**src/rtl/taylor_result_collector_if.sv**
```systemverilog
// Result stream from the collector toward the host interface.
// The master drives a show-ahead head entry; the slave accepts it with m_ready.
interface taylor_result_collector_if #(
  parameter int DW = 28,
  parameter int IW = 5
);
  logic signed [DW-1:0] m_data;
  logic [IW-1:0]        m_idx;
  logic                 m_valid;
  logic                 m_ready;

  modport master (output m_data, output m_idx, output m_valid, input m_ready);
  modport slave  (input m_data, input m_idx, input m_valid, output m_ready);
endinterface

```
**src/rtl/taylor_result_collector.sv**
```systemverilog
// Collects results from an array of rede_taylor cores: per-core holding slots,
// round-robin arbitration into a tagged FIFO, and lossless-or-counted delivery.
module taylor_result_collector #(
  parameter int NCORES     = 27,
  parameter int DW         = 28,
  parameter int EW         = 4,
  parameter int VALID_CODE = 1,
  parameter int EDGE       = 1,
  parameter int DEPTH      = 32,
  parameter int IW         = 5,
  localparam int AW        = $clog2(DEPTH),
  localparam int LW        = AW + 1
) (
  input  logic                   clk,
  input  logic                   rst,
  input  logic [NCORES*DW-1:0]   io_out_bus,
  input  logic [NCORES*EW-1:0]   out_en_bus,
  taylor_result_collector_if.master m_if,
  output logic [LW-1:0]          fifo_level,
  output logic [15:0]            res_cnt,
  output logic [15:0]            drop_cnt,
  output logic                   overrun
);

  typedef struct packed {
    logic [IW-1:0] idx;
    logic [DW-1:0] data;
  } entry_t;

  // Input register stage: the wide core bus is retimed before any decision is made.
  logic [NCORES-1:0] valid_in_q, valid_prev_q;
  logic [DW-1:0]     din_q [NCORES];

  always_ff @(posedge clk) begin
    if (rst) begin
      valid_in_q   <= '0;
      valid_prev_q <= '0;
    end else begin
      for (int i = 0; i < NCORES; i++)
        valid_in_q[i] <= (out_en_bus[i*EW +: EW] == EW'(VALID_CODE));
      valid_prev_q <= valid_in_q;
    end
  end

  // NOTE: pure datapath/storage arrays carry no reset; the flags that qualify them do.
  always_ff @(posedge clk) begin
    for (int i = 0; i < NCORES; i++)
      din_q[i] <= io_out_bus[i*DW +: DW];
  end

  logic [NCORES-1:0] pending_q, pending_d, hit, capture, drop, grant_oh;
  logic [DW-1:0]     slot_q [NCORES];
  logic [IW-1:0]     rr_q, grant_idx;
  logic [IW:0]       cand, n_drop;
  logic              grant_vld, full, empty, push, pop;

  // Round-robin search: first pending slot at or after the pointer, wrapping at NCORES.
  always_comb begin
    // NOTE: every combinational output gets a default first so no path infers a latch.
    grant_vld = 1'b0;
    grant_idx = '0;
    cand      = '0;
    if (!full) begin
      for (int k = 0; k < NCORES; k++) begin
        cand = {1'b0, rr_q} + (IW+1)'(k);
        if (cand >= (IW+1)'(NCORES)) cand = cand - (IW+1)'(NCORES);
        if (!grant_vld && pending_q[cand[IW-1:0]]) begin
          grant_vld = 1'b1;
          grant_idx = cand[IW-1:0];
        end
      end
    end
  end

  // A granted slot frees up in the same cycle, so a fresh hit on it is not a loss.
  always_comb begin
    hit       = '0;
    capture   = '0;
    drop      = '0;
    grant_oh  = '0;
    pending_d = pending_q;
    n_drop    = '0;
    for (int i = 0; i < NCORES; i++) begin
      hit[i]       = valid_in_q[i] && ((EDGE == 0) || !valid_prev_q[i]);
      grant_oh[i]  = grant_vld && (grant_idx == IW'(i));
      capture[i]   = hit[i] && (!pending_q[i] || grant_oh[i]);
      drop[i]      = hit[i] && pending_q[i] && !grant_oh[i];
      pending_d[i] = capture[i] || (pending_q[i] && !grant_oh[i]);
      n_drop       = n_drop + (IW+1)'(drop[i]);
    end
  end

  always_ff @(posedge clk) begin
    for (int i = 0; i < NCORES; i++)
      if (capture[i]) slot_q[i] <= din_q[i];
  end

  // FIFO storage and show-ahead head.
  entry_t          mem [DEPTH];
  entry_t          wr_entry, head, last_q;
  logic [AW-1:0]   wr_q, rd_q;
  logic [LW-1:0]   level_q, level_d;
  logic [15:0]     res_cnt_q, drop_cnt_q, drop_cnt_d;
  logic [16:0]     drop_sum;
  logic            overrun_q;

  assign full  = (level_q == LW'(DEPTH));
  assign empty = (level_q == '0);
  assign push  = grant_vld;
  assign pop   = !empty && m_if.m_ready;
  assign head  = mem[rd_q];

  always_comb begin
    wr_entry      = '0;
    wr_entry.idx  = grant_idx;
    wr_entry.data = slot_q[grant_idx];
    level_d       = level_q;
    case ({push, pop})
      2'b10:   level_d = level_q + 1'b1;
      2'b01:   level_d = level_q - 1'b1;
      default: level_d = level_q;
    endcase
    drop_sum   = {1'b0, drop_cnt_q} + 17'(n_drop);
    drop_cnt_d = drop_sum[16] ? 16'hFFFF : drop_sum[15:0];
  end

  always_ff @(posedge clk) begin
    if (push) mem[wr_q] <= wr_entry;
  end

  always_ff @(posedge clk) begin
    if (rst) begin
      pending_q  <= '0;
      rr_q       <= '0;
      wr_q       <= '0;
      rd_q       <= '0;
      level_q    <= '0;
      last_q     <= '0;
      res_cnt_q  <= '0;
      drop_cnt_q <= '0;
      overrun_q  <= 1'b0;
    end else begin
      pending_q <= pending_d;
      if (grant_vld) begin
        rr_q      <= (grant_idx == IW'(NCORES-1)) ? '0 : grant_idx + 1'b1;
        wr_q      <= wr_q + 1'b1;
        res_cnt_q <= res_cnt_q + 1'b1;
      end
      if (pop)    rd_q   <= rd_q + 1'b1;
      if (!empty) last_q <= head;
      level_q    <= level_d;
      drop_cnt_q <= drop_cnt_d;
      overrun_q  <= overrun_q || (|drop);
    end
  end

  // While empty the outputs hold the last head shown rather than stale storage.
  assign m_if.m_data  = empty ? last_q.data : head.data;
  assign m_if.m_idx   = empty ? last_q.idx  : head.idx;
  assign m_if.m_valid = !empty;
  assign fifo_level   = level_q;
  assign res_cnt      = res_cnt_q;
  assign drop_cnt     = drop_cnt_q;
  assign overrun      = overrun_q;

endmodule
```
**src/flat_wrapper.sv**
```systemverilog
// flat-port wrapper written by rule: the top's interface ports become plain ports
module taylor_result_collector_flat 
#(
  parameter int NCORES     = 27,
  parameter int DW         = 28,
  parameter int EW         = 4,
  parameter int VALID_CODE = 1,
  parameter int EDGE       = 1,
  parameter int DEPTH      = 32,
  parameter int IW         = 5,
  localparam int AW        = $clog2(DEPTH),
  localparam int LW        = AW + 1
)
  (clk, rst, io_out_bus, out_en_bus, fifo_level, res_cnt, drop_cnt, overrun, m_if_m_data, m_if_m_idx, m_if_m_valid, m_if_m_ready);
  taylor_result_collector_if #(.DW(DW), .IW(IW)) m_if_i ();
  input  logic clk;
  input  logic rst;
  input  logic [NCORES*DW-1:0] io_out_bus;
  input  logic [NCORES*EW-1:0] out_en_bus;
  output logic [LW-1:0] fifo_level;
  output logic [15:0] res_cnt;
  output logic [15:0] drop_cnt;
  output logic overrun;
  output wire logic [$bits(m_if_i.m_data)-1:0] m_if_m_data;
  output wire logic [$bits(m_if_i.m_idx)-1:0] m_if_m_idx;
  output wire logic [$bits(m_if_i.m_valid)-1:0] m_if_m_valid;
  input wire logic [$bits(m_if_i.m_ready)-1:0] m_if_m_ready;
  assign m_if_m_data = m_if_i.m_data;
  assign m_if_m_idx = m_if_i.m_idx;
  assign m_if_m_valid = m_if_i.m_valid;
  assign m_if_i.m_ready = m_if_m_ready;
  taylor_result_collector #(.NCORES(NCORES), .DW(DW), .EW(EW), .VALID_CODE(VALID_CODE), .EDGE(EDGE), .DEPTH(DEPTH), .IW(IW)) u_core (.clk(clk), .rst(rst), .io_out_bus(io_out_bus), .out_en_bus(out_en_bus), .m_if(m_if_i), .fifo_level(fifo_level), .res_cnt(res_cnt), .drop_cnt(drop_cnt), .overrun(overrun));
endmodule
```
**config.mk**
```make
export PLATFORM = sky130hd
export DESIGN_NAME = taylor_result_collector_flat
export DESIGN_NICKNAME = d
export VERILOG_FILES = /design/src/rtl/taylor_result_collector_if.sv /design/src/rtl/taylor_result_collector.sv /design/src/flat_wrapper.sv
export SDC_FILE = /design/constraint.sdc
export NUM_CORES = 2
export LEC_CHECK = 0
export ABC_AREA = 1
export BUFFER_PORTS_ARGS = -buffer_cell sky130_fd_sc_hd__buf_2
export CAP_MARGIN = 10
export CORE_AREA = 5 5 478 480
export CTS_CLUSTER_DIAMETER = 120
export CTS_CLUSTER_SIZE = 10
export DETAILED_ROUTE_END_ITERATION = 8
export DIE_AREA = 0 0 483 485
export PLACE_DENSITY = 0.74
export RECOVER_POWER = 50
export SETUP_SLACK_MARGIN = 0.2
export SYNTH_ARGS = -nofsm -noshare
export SYNTH_HDL_FRONTEND = slang
export SYNTH_SLANG_ARGS = --single-unit
```
**constraint.sdc**
```tcl
create_clock -name clk -period 16.3 [get_ports clk]
set_input_delay 2.445 -clock clk [delete_from_list [all_inputs] [get_ports clk]]
set_output_delay 2.445 -clock clk [all_outputs]
set_load 0.01 [all_outputs]
```
### Word-level counts from Yosys, hierarchy flattened

Memory sizes are Yosys's and may differ from the RTL's. A register that Yosys moved wholly into a read port is not among the register bits.
Index checks and enable logic that the tools add are counted.
Widths: inputs -> output; s select.

* $add $sub $neg: 86
* equality and inequality tests: 56
* divide/modulo/power cells: 0
* multipliers: 0
* muxes and demuxes: 253
* magnitude comparators: 54
* shift-type cells: 0
* reduce and logical (&&, ||, !) cells: 356
* bitwise gates (word level): 0

Operators with widths (count)
* $mux 5: 86
* $logic_and 1x1->1: 189
* $lt 5x6->1 const B: 27
* $ge 6x5->1 const B: 26
* $add 6x1->6: 25
* $mux 1: 137
* $bmux 1 s5: 27
* $sub 5x5->5 const B: 27
* $eq 4x1->1 const B: 27
* $logic_not 1->1: 108
* $add 5x5->6 const B: 11
* $eq 5x5->1 const B: 11
* $logic_or 1x1->1: 55
* $add 5x4->6 const B: 8
* $eq 5x4->1 const B: 8
* $mux 28: 1
* $reduce_or 27->1: 1
* $add 5x3->6 const B: 4
* $eq 5x3->1 const B: 4
* $add 16x6->17: 1
* $add 16x1->16 const B: 1
* $mux 16: 1
* $add 5x1->5 const B: 3
* $add 5x2->6 const B: 2
* 14 further kinds: 15

* word-level logic and storage cells: 820
* bits in read-only memories: 0
* output and inout bits: 73
* flip-flop bits (word level): 168
* memories: 3
* bits of input ports: 867
* latch bits: 0
* memory bits (writable): 2568

Memory list
* u_core.mem: words 32, width 33, rd ports 1, clocked after memory_dff 1, wr ports 1, line taylor_result_collector.sv:99 `entry_t mem [DEPTH];`
* u_core.din_q: words 27, width 28, rd ports 27, clocked after memory_dff 0, wr ports 27, line taylor_result_collector.sv:32 `logic [DW-1:0] din_q [NCORES];`
* u_core.slot_q: words 27, width 28, rd ports 1, clocked after memory_dff 0, wr ports 27, line taylor_result_collector.sv:52 `logic [DW-1:0] slot_q [NCORES];`

### Depth between registers and ports, before layout

* word-level depth: 143
* mapped depth: 77
* gate-level depth less buffers: 70

### Worst setup path before layout

OpenSTA, ideal clock, no wires.

* path kind: register -> register
* from: register u_core.rr_q[0]
* to: register u_core.drop_cnt_q[11] (netlist: u_core.drop_cnt[11])
* stages on the path, launching flop included: 66
* clock period less this slack: 12.108 ns
* data required time: 16.241 ns
* path slack: 4.192 ns
* buffers on the path: 6
* setup time: 0.059 ns
* arrival time: 12.049 ns
* path through: dfxtp_1 -> buf_6 -> inv_2 -> buf_4 -> buf_2 -> buf_2 -> buf_1 -> ha_1 -> inv_1 -> nand2_1 -> nand2_1 -> buf_2 -> nand2_1 -> o21ai_4 -> o21ai_1 -> nor2_1 -> nor2_1 -> nor2_1 -> [... 30 more ...] -> fa_1 -> inv_1 -> ha_1 -> fa_1 -> a21oi_1 -> o21ai_0 -> xor2_1 -> ha_1 -> nand2_1 -> o21ai_0 -> nand3_1 -> nor3_1 -> inv_1 -> nor2_1 -> inv_1 -> nor3_1 -> o21ai_0 -> inv_1

* word-level cells in the longest chain between the ends: 143
* elaborated cells between the ends (all ways): 458
* classes of those cells: add/sub (80); order compare (27); eq/ne (26); mux (191); reduce/logical (134)

RTL lines
* start, declared: line taylor_result_collector.sv:53 `logic [IW-1:0] rr_q, grant_idx;`
* start signal, assigned: line taylor_result_collector.sv:145 `rr_q <= (grant_idx == IW'(NCORES-1)) ? '0 : grant_idx + 1'b1;`
* parallel branches: the longest is 109 deep, another holds $add 5x1->6
* $mux 5 (*): line taylor_result_collector.sv:67 `if (!grant_vld && pending_q[cand[IW-1:0]]) begin`
* $mux 5 (*): line taylor_result_collector.sv:63 `if (!full) begin`
* named net u_core.grant_idx[0]: line taylor_result_collector.sv:53
* $eq 5x1->1 / $logic_not 5->1 (equally long branches): line taylor_result_collector.sv:85 `grant_oh[i] = grant_vld && (grant_idx == IW'(i));`
* $logic_and 1x1->1: line taylor_result_collector.sv:85
* $logic_not 1->1: line taylor_result_collector.sv:87 `drop[i] = hit[i] && pending_q[i] && !grant_oh[i];`
* $logic_and 1x1->1: line taylor_result_collector.sv:87
* $add 1x1->2: line taylor_result_collector.sv:89 `n_drop = n_drop + (IW+1)'(drop[i]);`
* $add 6x1->6 (24 in a row): line taylor_result_collector.sv:89
* $add 6x1->6 (*): line taylor_result_collector.sv:89
* $add 16x6->17 (*): line taylor_result_collector.sv:123 `drop_sum = {1'b0, drop_cnt_q} + 17'(n_drop);`
* $mux 16 (*): line taylor_result_collector.sv:124 `drop_cnt_d = drop_sum[16] ? 16'hFFFF : drop_sum[15:0];`
* end signal, assigned: line taylor_result_collector.sv:152 `drop_cnt_q <= drop_cnt_d;`
* end, declared: line taylor_result_collector.sv:103 `logic [15:0] res_cnt_q, drop_cnt_q, drop_cnt_d;`

Mark *: on every way through the listed nets, which the timed path passes. The select of a mux whose other input is x is not followed.
A chain may end at the register's enable or synchronous reset.

### Worst setup path in the final report

* from: register u_core.rr_q[1]
* to: register u_core.drop_cnt_q[11] (netlist: u_core.drop_cnt[11])

* word-level cells in the longest chain between the ends: 143
* elaborated cells between the ends (all ways): 458
* classes of those cells: add/sub (80); order compare (27); eq/ne (26); mux (191); reduce/logical (134)

RTL lines (line)
* parallel branches: the longest is 140 deep, another holds $add 5x1->6
* $add 6x1->6 (*): taylor_result_collector.sv:89
* $add 16x6->17 (*): taylor_result_collector.sv:123
* $mux 16 (*): taylor_result_collector.sv:124

Every way passes the cells marked *. The select of a mux whose other input is x is not followed.

==> results by group <==
Worst setup path
  • R2R setup slack: approximately 1.4 ns
  • Worst-path maximum fanout: 16
  • Worst reg2reg startpoint: u_core.rr_q[1]
  • Crit start category: register
  • Setup Crit Path Kind: reg2reg
  • CP arrival: 15.78 ns
  • Crit-path slowest cell: dfxtp_1
  • R2R depth: 57
  • Worst Path Required: roughly 17 ns
  • Crit. End Element: register
  • CP peak stage delay: 0.95 ns
  • RR Endpoint: u_core.drop_cnt[11]

Floorplan
  • Die outline height: 485 um
  • Die ar.: roughly 0.23 mm2
  • Starting Density: 46.73%
  • Die boundary width: 483 um
  • Placeable core area: between 0.2 and 0.25 mm2
  • # rows: about 170
  • I/O pins: 940

Routing
  • TritonRoute pass-1 iters: 8
  • Final wirelength: about 400000 um
  • Remaining DRCs: 0
  • Routed wire per std cell: ~30 um
  • Detailed Route Iter0 Violations: 11361
  • Via count: about 80000
  • Via/cell ratio: 5.968
  • DRT antenna net count: 0

Finish
  • Storage cell area: about 0.073 mm2
  • Layout cell share with drive strength beyond 1: between 10 and 15%
  • Layout fillers: 18653
  • P&R area growth vs syn: 16.48%
  • Final core occ: 54.43%
  • Multi-input gate area: 0.02813 mm2
  • Design area: 0.1218 mm2
  • Nets: roughly 11000

Synth
  • Most common cell in the netlist: edfxtp_1
  • Post-synthesis mux area share: 0.009571%
  • Synth area leader: edfxtp_1
  • Post-synth cell types: between 60 and 70
  • Top cells by area, synth: edfxtp_1 (52%), dfxtp_1 (18%), nand2_1 (5.1%)
  • Post-Syn Area: between 0.1 and 0.15 mm2
  • Synth top area share: 52.03%
  • Async S/R FF share, synth: 0%
  • Xor and xnor fraction of the mapped netlist area: 0.3302%
  • YS warnings: 0
  • Post-Syn Nets: 10048
  • Avg Cell Area, Syn: between 10 and 15 um2
  • Sequential area share after synthesis: 69.81%
  • Yosys reg bits: roughly 2700
  • Post-synth EDFFs: approximately 1800
  • Simple-gate portion of the synthesized area: between 10% and 20%
  • Synth Area in Adders: 1.036%
  • Synth Flop Type: edfxtp_1
  • Post-synth top cells: edfxtp_1 (1812), nand2_1 (1430), nor2_1 (1067)
  • Main combinational cell family by area after synthesis: simple AND/OR/NAND/NOR gates
  • Synth Area in Compound Gates: 12.31%
  • Mapped Cells: between 9000 and 10000

Timing
  • Final Hold Viols: 0
  • Final slew viol count: roughly 1100
  • Tmin final: 14.94 ns
  • Hold slack: 0.3316 ns
  • Setup_tns: 0 ns
  • Slew HR: -168.8%
  • F_max: 66.93 MHz
  • Part of the cycle the worst path needs: 91.66%
  • Clock Skew: 0.1523 ns
  • Slew @ Worst Pin: 4.031 ns
  • Final setup vio count: 0
  • RSZ-0062 raised after global routing: no

Clocking
  • H-Tree Depth: 5
  • Num CTS Buffers: 326
  • CTS tree: yes
  • Root Driver: clkbuf_16
  • Post-CTS sizing: 0
  • CTS max path bufs: 4
  • Post-CTS setup buffers: 0
  • # hold bufs at CTS: 0
  • Clk sinks: approximately 2700
  • Clk Latency, worst-skew pair: about 1 ns
  • Worst-path clk slew: 0.06 ns

Global route
  • First-pass GRT wire length: 547400 um
  • Largest net degree at the start of global routing: 239
  • GRT Resource Usage Total: between 30% and 40%
  • Grt ovf: 0
  • Initial antenna violation count: 78
  • Vias in the first global route: 77774

Placement
  • IO buf count: 939
  • Final GP Congestion: 1.006
  • Dpl cell area: 0.1127 mm2
  • Post-detail-place hpwl: 253400 um

Min path
  • HP Class: reg2reg
  • Hold_sp: u_core.din_q[0][184]
  • Hold EP: u_core.slot_q[6][16]
  • Worst hold path stage count: 0

Run status
  • Status: finished with violations
  • Failing checks: max-capacitance violations, max-slew violations

Job
  • Max-Cap Viols: 33
## placed cells by master (no fill, tap or decap), types with 329 or more instances in the layout
cell / count
buf_2: 652
clkbuf_1: 519
clkbuf_16: 329
dfxtp_1: 915
edfxtp_1: 1812
inv_1: 368
nand2_1: 1431
nand3_1: 412
nor2_1: 1010
o21ai_0: 986
## worst max-delay path by stage
| stage | from | to | slack, ns | depth (start not counted) |
|---|---|---|---|---|
| final | u_core.rr_q[1] | u_core.drop_cnt[11] | 1.36 | 57 |
| after global routing | u_core.rr_q[1] | u_core.drop_cnt[9] | 0.40 | 57 |
| after CTS | u_core.rr_q[1] | u_core.drop_cnt[9] | 1.82 | 60 |
| after detailed placement | u_core.rr_q[1] | u_core.drop_cnt[9] | 1.91 | 60 |
| after global placement | u_core.rr_q[1] | u_core.drop_cnt[13] | 1.85 | 56 |
| after floorplan | u_core.rr_q[0] | u_core.drop_cnt[11] | 4.19 | 65 |
## per-stage QoR
step	instances	setup slack (ns)
CTS	13270	1.823
floorplan	9107	4.192
detailed placement	12723	1.905
global route	13342	0.4033
global placement	12722	1.855
finish	13352	1.360
## state kept, by name, summed over array words and instances, names as in the netlist, named ones only
signal	flops
u_core.wr_q	5
u_core.valid_prev_q	27
u_core.drop_cnt	16
u_core.rr_q	5
u_core.pending_q	27
u_core.slot_q	756
u_core.din_q	756
u_core.last_q	33
u_core.mem	1056
u_core.fifo_level	6
u_core.overrun	1
u_core.res_cnt	16
u_core.rd_q	5
u_core.valid_in_q	27
## cell families after synthesis
logic type	count (synthesis)
fa+ha+maj	74
flops	2741
compound gates	2183
xor+xnor	36
mux	1
buf+inv	919
simple gates	3153
## worst max-delay path, delay by kind of cell (launching register included)
kind / cells / cell delay (ns)
flops: 1 / 0.95
xor+xnor: 1 / 0.17
fa+ha+maj: 10 / 4.61
simple gates: 31 / 6.78
compound gates: 7 / 1.20
buf+inv: 8 / 1.10
## metal layers
metal	wire (um)	vias up	share of wire [%]	global-route usage, %
li1	-	34445	-	-
met1	136800	38479	35	38.65
met2	185800	5483	47	52.58
met3	38190	1261	9.7	6.293
met4	33080	12	8.4	22.87
met5	84	-	0.021	0
## final cells by class
type | count | area share, %
Clock inverter | 16 | 0.1561
Inverter | 414 | 1.299
Multi-Input combinational cell | 5447 | 23.09
Tap cell | 2992 | 3.073
Timing Repair Buffer | 1144 | 4.910
Antenna cell | 67 | 0.1376
Sequential cell | 2741 | 59.95
Clock buffer | 531 | 7.381
Power is left out: the tool's default activity adds up to more than one toggle a clock period on the data nets, which glitch-free logic cannot reach.
